==> src/rtl/pipe_hazard_ctrl.sv <==
// Hazard and memory-wait sequencer for a 5-stage RV32I pipeline: stage enables, flushes and dmem handshake.
// Optional performance counters are built when HAZARD_PERF_CNT_EN is defined; otherwise they read as zero.
module pipe_hazard_ctrl #(
    parameter int MEM_TIMEOUT = 64,
    parameter int CNT_W       = 32
) (
    input  logic             clk,
    input  logic             reset,
    input  logic             id_valid,
    input  logic [6:0]       id_opcode,
    input  logic [4:0]       id_rs1,
    input  logic [4:0]       id_rs2,
    input  logic             ex_valid,
    input  logic             ex_memread,
    input  logic [4:0]       ex_rd,
    input  logic             ex_branch_taken,
    input  logic             mem_valid,
    input  logic             mem_memread,
    input  logic             mem_memwrite,
    input  logic             dmem_ready,
    output logic             pc_en,
    output logic             ifid_en,
    output logic             idex_en,
    output logic             exmem_en,
    output logic             memwb_en,
    output logic             ifid_flush,
    output logic             idex_flush,
    output logic             dmem_req,
    output logic             mem_err,
    output logic [1:0]       state_o,
    output logic [CNT_W-1:0] stall_cycles,
    output logic [CNT_W-1:0] flush_count
);

    typedef enum logic [1:0] {
        RUN    = 2'd0,
        LSTALL = 2'd1,
        MWAIT  = 2'd2,
        HALT   = 2'd3
    } state_t;

    state_t     state;
    state_t     state_next;
    logic [7:0] tmo_cnt;
    logic [7:0] tmo_next;
    logic [8:0] tmo_inc;
    logic       err_next;
    logic       rs1_used;
    logic       rs2_used;
    logic       load_use;
    logic       mem_access;
    logic       mem_wait;
    logic       branch;

    always_comb begin
        rs1_used = 1'b0;
        rs2_used = 1'b0;
        case (id_opcode)
            7'b0110011, 7'b0100011, 7'b1100011: begin
                rs1_used = 1'b1;
                rs2_used = 1'b1;
            end
            7'b0000011, 7'b0010011: rs1_used = 1'b1;
            default: ;
        endcase
    end

    assign load_use   = id_valid & ex_valid & ex_memread & (ex_rd != 5'd0) &
                        ((rs1_used & (ex_rd == id_rs1)) | (rs2_used & (ex_rd == id_rs2)));
    assign mem_access = mem_valid & (mem_memread | mem_memwrite);
    assign mem_wait   = mem_access & ~dmem_ready;
    assign branch     = ex_branch_taken & ex_valid;
    assign tmo_inc    = {1'b0, tmo_cnt} + 9'd1;

    // Outputs are decoded from the current state and this cycle's inputs; reset forces bubbles.
    always_comb begin
        pc_en      = 1'b0;
        ifid_en    = 1'b0;
        idex_en    = 1'b0;
        exmem_en   = 1'b0;
        memwb_en   = 1'b0;
        ifid_flush = 1'b0;
        idex_flush = 1'b0;
        dmem_req   = 1'b0;
        state_next = state;
        tmo_next   = tmo_cnt;
        err_next   = mem_err;
        if (reset) begin
            ifid_flush = 1'b1;
            idex_flush = 1'b1;
        end else begin
            case (state)
                RUN, LSTALL: begin
                    dmem_req = mem_access;
                    if (mem_wait) begin
                        state_next = MWAIT;
                        tmo_next   = tmo_inc[7:0];
                    end else if (branch) begin
                        {pc_en, ifid_en, idex_en, exmem_en, memwb_en} = 5'b11111;
                        ifid_flush = 1'b1;
                        idex_flush = 1'b1;
                        state_next = RUN;
                    end else if (load_use && state == RUN) begin
                        {idex_en, exmem_en, memwb_en} = 3'b111;
                        idex_flush = 1'b1;
                        state_next = LSTALL;
                    end else begin
                        {pc_en, ifid_en, idex_en, exmem_en, memwb_en} = 5'b11111;
                        state_next = RUN;
                    end
                end
                MWAIT: begin
                    dmem_req = mem_access;
                    if (dmem_ready) begin
                        // A branch held in EX during the wait resolves on the release cycle.
                        {pc_en, ifid_en, idex_en, exmem_en, memwb_en} = 5'b11111;
                        ifid_flush = branch;
                        idex_flush = branch;
                        tmo_next   = 8'd0;
                        state_next = RUN;
                    end else begin
                        tmo_next = tmo_inc[7:0];
                        if (tmo_inc >= 9'(MEM_TIMEOUT)) begin
                            state_next = HALT;
                            err_next   = 1'b1;
                        end
                    end
                end
                default: begin
                    err_next = 1'b1;
                end
            endcase
        end
    end

    always_ff @(posedge clk) begin
        if (reset) begin
            state   <= RUN;
            tmo_cnt <= 8'd0;
            mem_err <= 1'b0;
        end else begin
            state   <= state_next;
            tmo_cnt <= tmo_next;
            mem_err <= err_next;
        end
    end

    assign state_o = state;

`ifdef HAZARD_PERF_CNT_EN
    logic [CNT_W-1:0] stall_q;
    logic [CNT_W-1:0] flush_q;

    // A branch flush is the only case with the PC advancing while IF/ID is flushed.
    always_ff @(posedge clk) begin
        if (reset) begin
            stall_q <= '0;
            flush_q <= '0;
        end else begin
            if (!pc_en && stall_q != '1)
                stall_q <= stall_q + 1'b1;
            if (pc_en && ifid_flush && flush_q != '1)
                flush_q <= flush_q + 1'b1;
        end
    end

    assign stall_cycles = stall_q;
    assign flush_count  = flush_q;
`else
    assign stall_cycles = '0;
    assign flush_count  = '0;
`endif

endmodule

==> config.mk <==
export PLATFORM = sky130hd
export DESIGN_NAME = pipe_hazard_ctrl
export DESIGN_NICKNAME = d
export VERILOG_FILES = /design/src/rtl/pipe_hazard_ctrl.sv
export SDC_FILE = /design/constraint.sdc
export NUM_CORES = 1
export LEC_CHECK = 0
export ABC_AREA = 1
export CAP_MARGIN = 20
export CORE_ASPECT_RATIO = 0.8
export CORE_MARGIN = 5
export CORE_UTILIZATION = 27
export CTS_CLUSTER_DIAMETER = 80
export DETAILED_ROUTE_END_ITERATION = 10
export GPL_TIMING_DRIVEN = 0
export PLACE_DENSITY = 0.71
export SLEW_MARGIN = 10
export SYNTH_ARGS = -nofsm -noshare
export SYNTH_HDL_FRONTEND = slang
export SYNTH_SLANG_ARGS = --single-unit
export TNS_END_PERCENT = 10
==> constraint.sdc <==
create_clock -name clk -period 1.4 [get_ports clk]
set_input_delay 0.21 -clock clk [delete_from_list [all_inputs] [get_ports clk]]
set_output_delay 0.21 -clock clk [all_outputs]
set_load 0.01 [all_outputs]
==> impl_metrics.ini <==
[critical_path]
cp_num_buf_inv = 5
crit_path_top_delay_cell = dfxtp_4
startpoint_type = flop
worst-r2r-setup-slack_ns = -0.17
worst_ep_arrival_time_ns = 1.49
slowest_delay_ns = 0.36
worst-path-max-fanout = 3
crit_family = simple AND/OR/NAND/NOR gates
worstSetupPathType = reg2out
cp_cell_sequence = inv_4 -> nor2_4 -> nand2_2 -> nand2_2 -> nand2_4 -> nor2_4 -> buf_6 -> nand2_2 -> inv_2 -> buf_6 -> buf_6
critPathRequiredTime_ns = 1.19
critPathCaptureType = output port

[final_layout]
num_antenna_cells = 0
drive_gt1_share_pct = 42.40
multi_input_area_um2 = 879.6
n_fill_cell = 565
layout.nets = 410
final_util_pct = 44.83
regArea_um2 = 229.0
syn_to_final_growth_pct = 64.19

[grt]
track_usage_pct = 11.20
grt_remaining_overflow = 0
antenna_found_initial = 0
grt_pass1_wl_mm = 6.486
grt_max_degree = 10
grt_pass1_vias = 1473

[floorplanning]
dieArea_um2 = 7020
die_y_um = 75.95
ioPinCount = 107
core_um2 = 5375
rows = 24
fp.dieW_um = 92.43
start_util_pct = 27.30

[sta]
rsz0062_at_grt = yes
setup_violations = 8
finClkSkew_ns = 0.005123
slew_viol_final = 0
fmax_mhz = 589.1
final.period_utilization_pct = 121.3
fin_ws_ns = -0.2975
finalHoldViolations = 0
fin_crit_ns = 1.698

[drt]
via_per_inst = 3.625
routedWlPerCell_um = 9.409
antenna_left = 0
vias = 1595
wirelength_mm = 4.140
dr.pass1.iters = 4
route.detailed.drc = 0
drtIter0Drc = 52

[logic_synthesis]
synth_area_leaders = buf_4 (34%), dfxtp_1 (15%), nand2_1 (15%), inv_1 (8.2%), nor2_1 (4.6%)
yosys.area_share.xor_xnor_pct = 1.790
synthTopCellsByCount = buf_4 (67), nand2_1 (58), inv_1 (32)
syn-cell-area_um2 = 1468
synth-seq-cells = 11
synth.avg_cell_area_um2 = 6.141
synthFlopType = dfxtp_1
synth_fa_ha_area_share_pct = 1.705
post-synth-top-count-cell = buf_4
synthDominantCellAreaShare_pct = 34.27
synth.distinct_cells = 26
synth_top_family_by_area = buffers and inverters
synthSimpleGateAreaFrac_pct = 30.78
ys_warn_count = 0
ys_async_sr_fraction_pct = 0
yosysSeqAreaShare_pct = 15.00
syn_inst = 239
synth_top_area_cell = buf_4
synth_mux_area_share_pct = 0
synth_compound_area_share_pct = 6.650
synth_enable_flop_cells = 0

[clocking]
clkSlewWorstSetupHoldPaths_ns = 0.06
clockBufferDepth = 2
cts_tree = yes
ctsHoldBuffers = 0
worst_skew_pair.late_latency_ns = 0.25
cts_sinks = 11
cts-root-buf = clkbuf_8
cts_inserted_buffers = 3
htree_levels = 1

[place]
hpwl_mm = 3.161
numPortBuffers = 41
gp_congestion = 0.7895
pre_cts_ws_ns = -0.8552

[power]
power_density_nw_per_um2 = 509.5
vdd_drop_max_v = 0.0002340
power_mw = 1.228
p_leak_nw = 1.466

[run]
cap_violations = 0

[worst_hold_path]
hold_class = in2reg

[status]
violations = negative setup slack
status = complete, but fails checks
[layer usage]
layer	GRT usage, %	vias to the layer above	share of wire, %
met2	20.78	71	51
met4	4.599	0	2.4
met3	2.277	9	8.2
met1	12.20	659	38
met5	0	-	0
li1	-	856	-
[cell families after synthesis]
kind of cell	Yosys count
flip-flops	11
adder cells (fa/ha/maj)	2
AO/OA/AOI/OAI	16
XOR/XNOR	3
other	1
buffers and inverters	104
AND/OR/NAND/NOR	102
[registers in the layout, summed over array words and instances (netlist names)]
signal   count
mem_err      1
state_o      2
tmo_cnt      8
[final timing paths]
kind,from,to,depth (start not counted)
max,state_o[1]$_SDFFE_PP0P_,pc_en,11
min,reset,state_o[1]$_SDFFE_PP0P_,2
max reg2reg,state_o[0]$_SDFFE_PP0P_,state_o[0]$_SDFFE_PP0P_,13
min reg2reg,mem_err$_SDFFE_PP0P_,mem_err$_SDFFE_PP0P_,2
[cells in the final DEF, fill, tap and decap left out, types with 8 or more instances in the layout]
master         count
nor2_1            17
nand2_1           53
inv_2             10
conb_1            64
clkbuf_2          11
nand2_2           12
dlygate4sd2_1     16
inv_1             25
buf_2              8
buf_4             91
dfxtp_1            8
[through the flow]
stage                     area, um2  instances  setup TNS (ns)  hold WS [ns]
after floorplan                1714        302               0        0.4050
after global placement         2206        408          -6.654        0.4488
after detailed placement       2206        408          -6.819        0.4414
after CTS                      2394        434          -1.352        0.2600
after global routing           2410        440          -2.237        0.2597
final                          2410        440          -1.606        0.2526
[final cells by class]
class	count	area share, %
Sequential cell	11	9.502
Timing Repair Buffer	69	21.81
Buffer	68	21.24
Clock buffer	4	1.869
Inverter	36	5.711
Multi-Input combinational cell	187	36.50
Tap cell	65	3.375
[what timing repair did]
item,CTS,global route
setup buffers,22,7
endpoints found under the setup margin,9,10
resized for setup,87,33
gates cloned,0,0
pin swaps,28,23
[where the power goes]
part	switching, mW	leakage, nW	internal [mW]
combinational	0.272	1.35	0.288
clock	0.139	0.0228	0.201
sequential	0.00850	0.0910	0.320
Note: power is estimated with default switching activity, not from simulation.
==> RTL edit (same settings) <==
The parameter `CNT_W` goes from 32 to 40.
--- a/src/rtl/pipe_hazard_ctrl.sv
+++ b/src/rtl/pipe_hazard_ctrl.sv
@@ -3,5 +3,5 @@
 module pipe_hazard_ctrl #(
     parameter int MEM_TIMEOUT = 64,
-    parameter int CNT_W       = 32
+    parameter int CNT_W       = 40
 ) (
     input  logic             clk,
Interface: changed (resized flush_count and stall_cycles); port bits go from 107 to 123. No check against the original RTL was run, so the function may have changed too.
==> RTL edit against the original RTL <==
- the flow still finishes with violations (negative setup slack)
- register-to-register slack improved by 0.23 ns
- non-clock buffer count down 2
- sequential share of layout area shrank 0.33 points
- power shrank 0.38%
- first-iteration DRC count rose by 63%
- sequential cell count stayed put
- routed wire length fell by 5.4%
- via count barely moved
- area after synthesis grew 8.2%
- design area increased by 4.2%
- setup slack gained 0.020 ns
- synthesized cell count is 6.7% higher
- critical path type unchanged
- highest routed layer unchanged
==> RTL edit: results (changes against the original RTL) <==
Place:
- The instance count after placement with tap cells included was 456 (was 408).
- The worst setup timing slack at the placement stage is -0.876 ns (was -0.855 ns).

GRT:
- The global-route wire length before repair came to 5860 µm (was 6490 µm).
- The global-route met1 utilization is 10.1% (was 12.2%).
- The global router's overall resource usage was 9.59% (was 11.2%).
- The number of global-route vias before repair is 1337 (was 1473).

Run status:
- Violations in the final reports: negative setup slack (unchanged).
- Status: complete, but fails checks (unchanged).

Cells and area:
- The fraction of layout cells with a size suffix above 1 is 35.7% (was 42.4%).
- The non-clock buffer total of the final layout is 135 (was 137).
- The area of the multi-input gates is 938 µm² (was 880 µm²).
- The non-clock buffer contribution to total cell area is 42.1% (was 43.0%).
- The final instance count without filler cells came to 470 (was 440).
- The multi-input combinational cell count came to 203 (was 187).

STA:
- The smallest setup slack after layout is -0.277 ns (was -0.298 ns).
- The post-route setup TNS is -1.52 ns (was -1.61 ns).
- The final number of setup-violating endpoints came to 8 (unchanged).

Worst setup path:
- The largest fanout on the critical path is 4 (was 3).
- The launch point of the worst reg-to-reg path is tmo_cnt[1] (was state_o[0]).
- The arrival time of the worst setup path is 1.47 ns (was 1.49 ns).

Pwr:
- The part of the power in combinational logic is 47.4% (was 45.6%).
- The maximum vdd drop is 0.226 mV (was 0.234 mV).
- The leakage power total is 1.53 nW (was 1.47 nW).

Detailed routing:
- The met1 wire length was 1410 µm (was 1570 µm).
- The final routed wirelength across all metal layers is 3920 µm (was 4140 µm).
- The met3 wirelength from detailed routing is 385 µm (was 341 µm).
- The wire length on met2 came to 2060 µm (was 2130 µm).

Yosys:
- The post-synthesis sequential area ratio is 13.9% (was 15.0%).

Min path:
- The hold path endpoint was tmo_cnt[1] (was state_o[1]).
## RTL edit: cell types whose count changed in the layout (fill, tap and decap cells not counted), sizes merged
cell / unedited run / this run
dlygate4sd2: 16 / 27
clkdlybuf4s15: 2 / 0
buf: 106 / 102
conb: 64 / 80
dlymetal6s2s: 0 / 1
clkbuf: 15 / 4
clkdlybuf4s50: 2 / 5
## RTL edit: kinds of logic (layout without fill, tap and decap cells)
kind of cell | Yosys count | after routing | share of synthesized area (%)
compound gates | 16 | 16 | 6.15
other cells | 1 | 80 | 0.236
xor+xnor | 3 | 3 | 1.66
flops | 11 | 11 | 13.9
simple gates | 102 | 102 | 28.4
buf+inv | 120 | 175 | 48.1
fa+ha+maj | 2 | 2 | 1.58
## RTL edit: repair_timing
action / 4_1_cts / 5_1_grt
setup endpoints to repair: 9 / 16
pin swaps: 23 / 9
setup buffers: 6 / 4
resized for setup: 72 / 7
endpoints found under the hold margin: 0 / 0
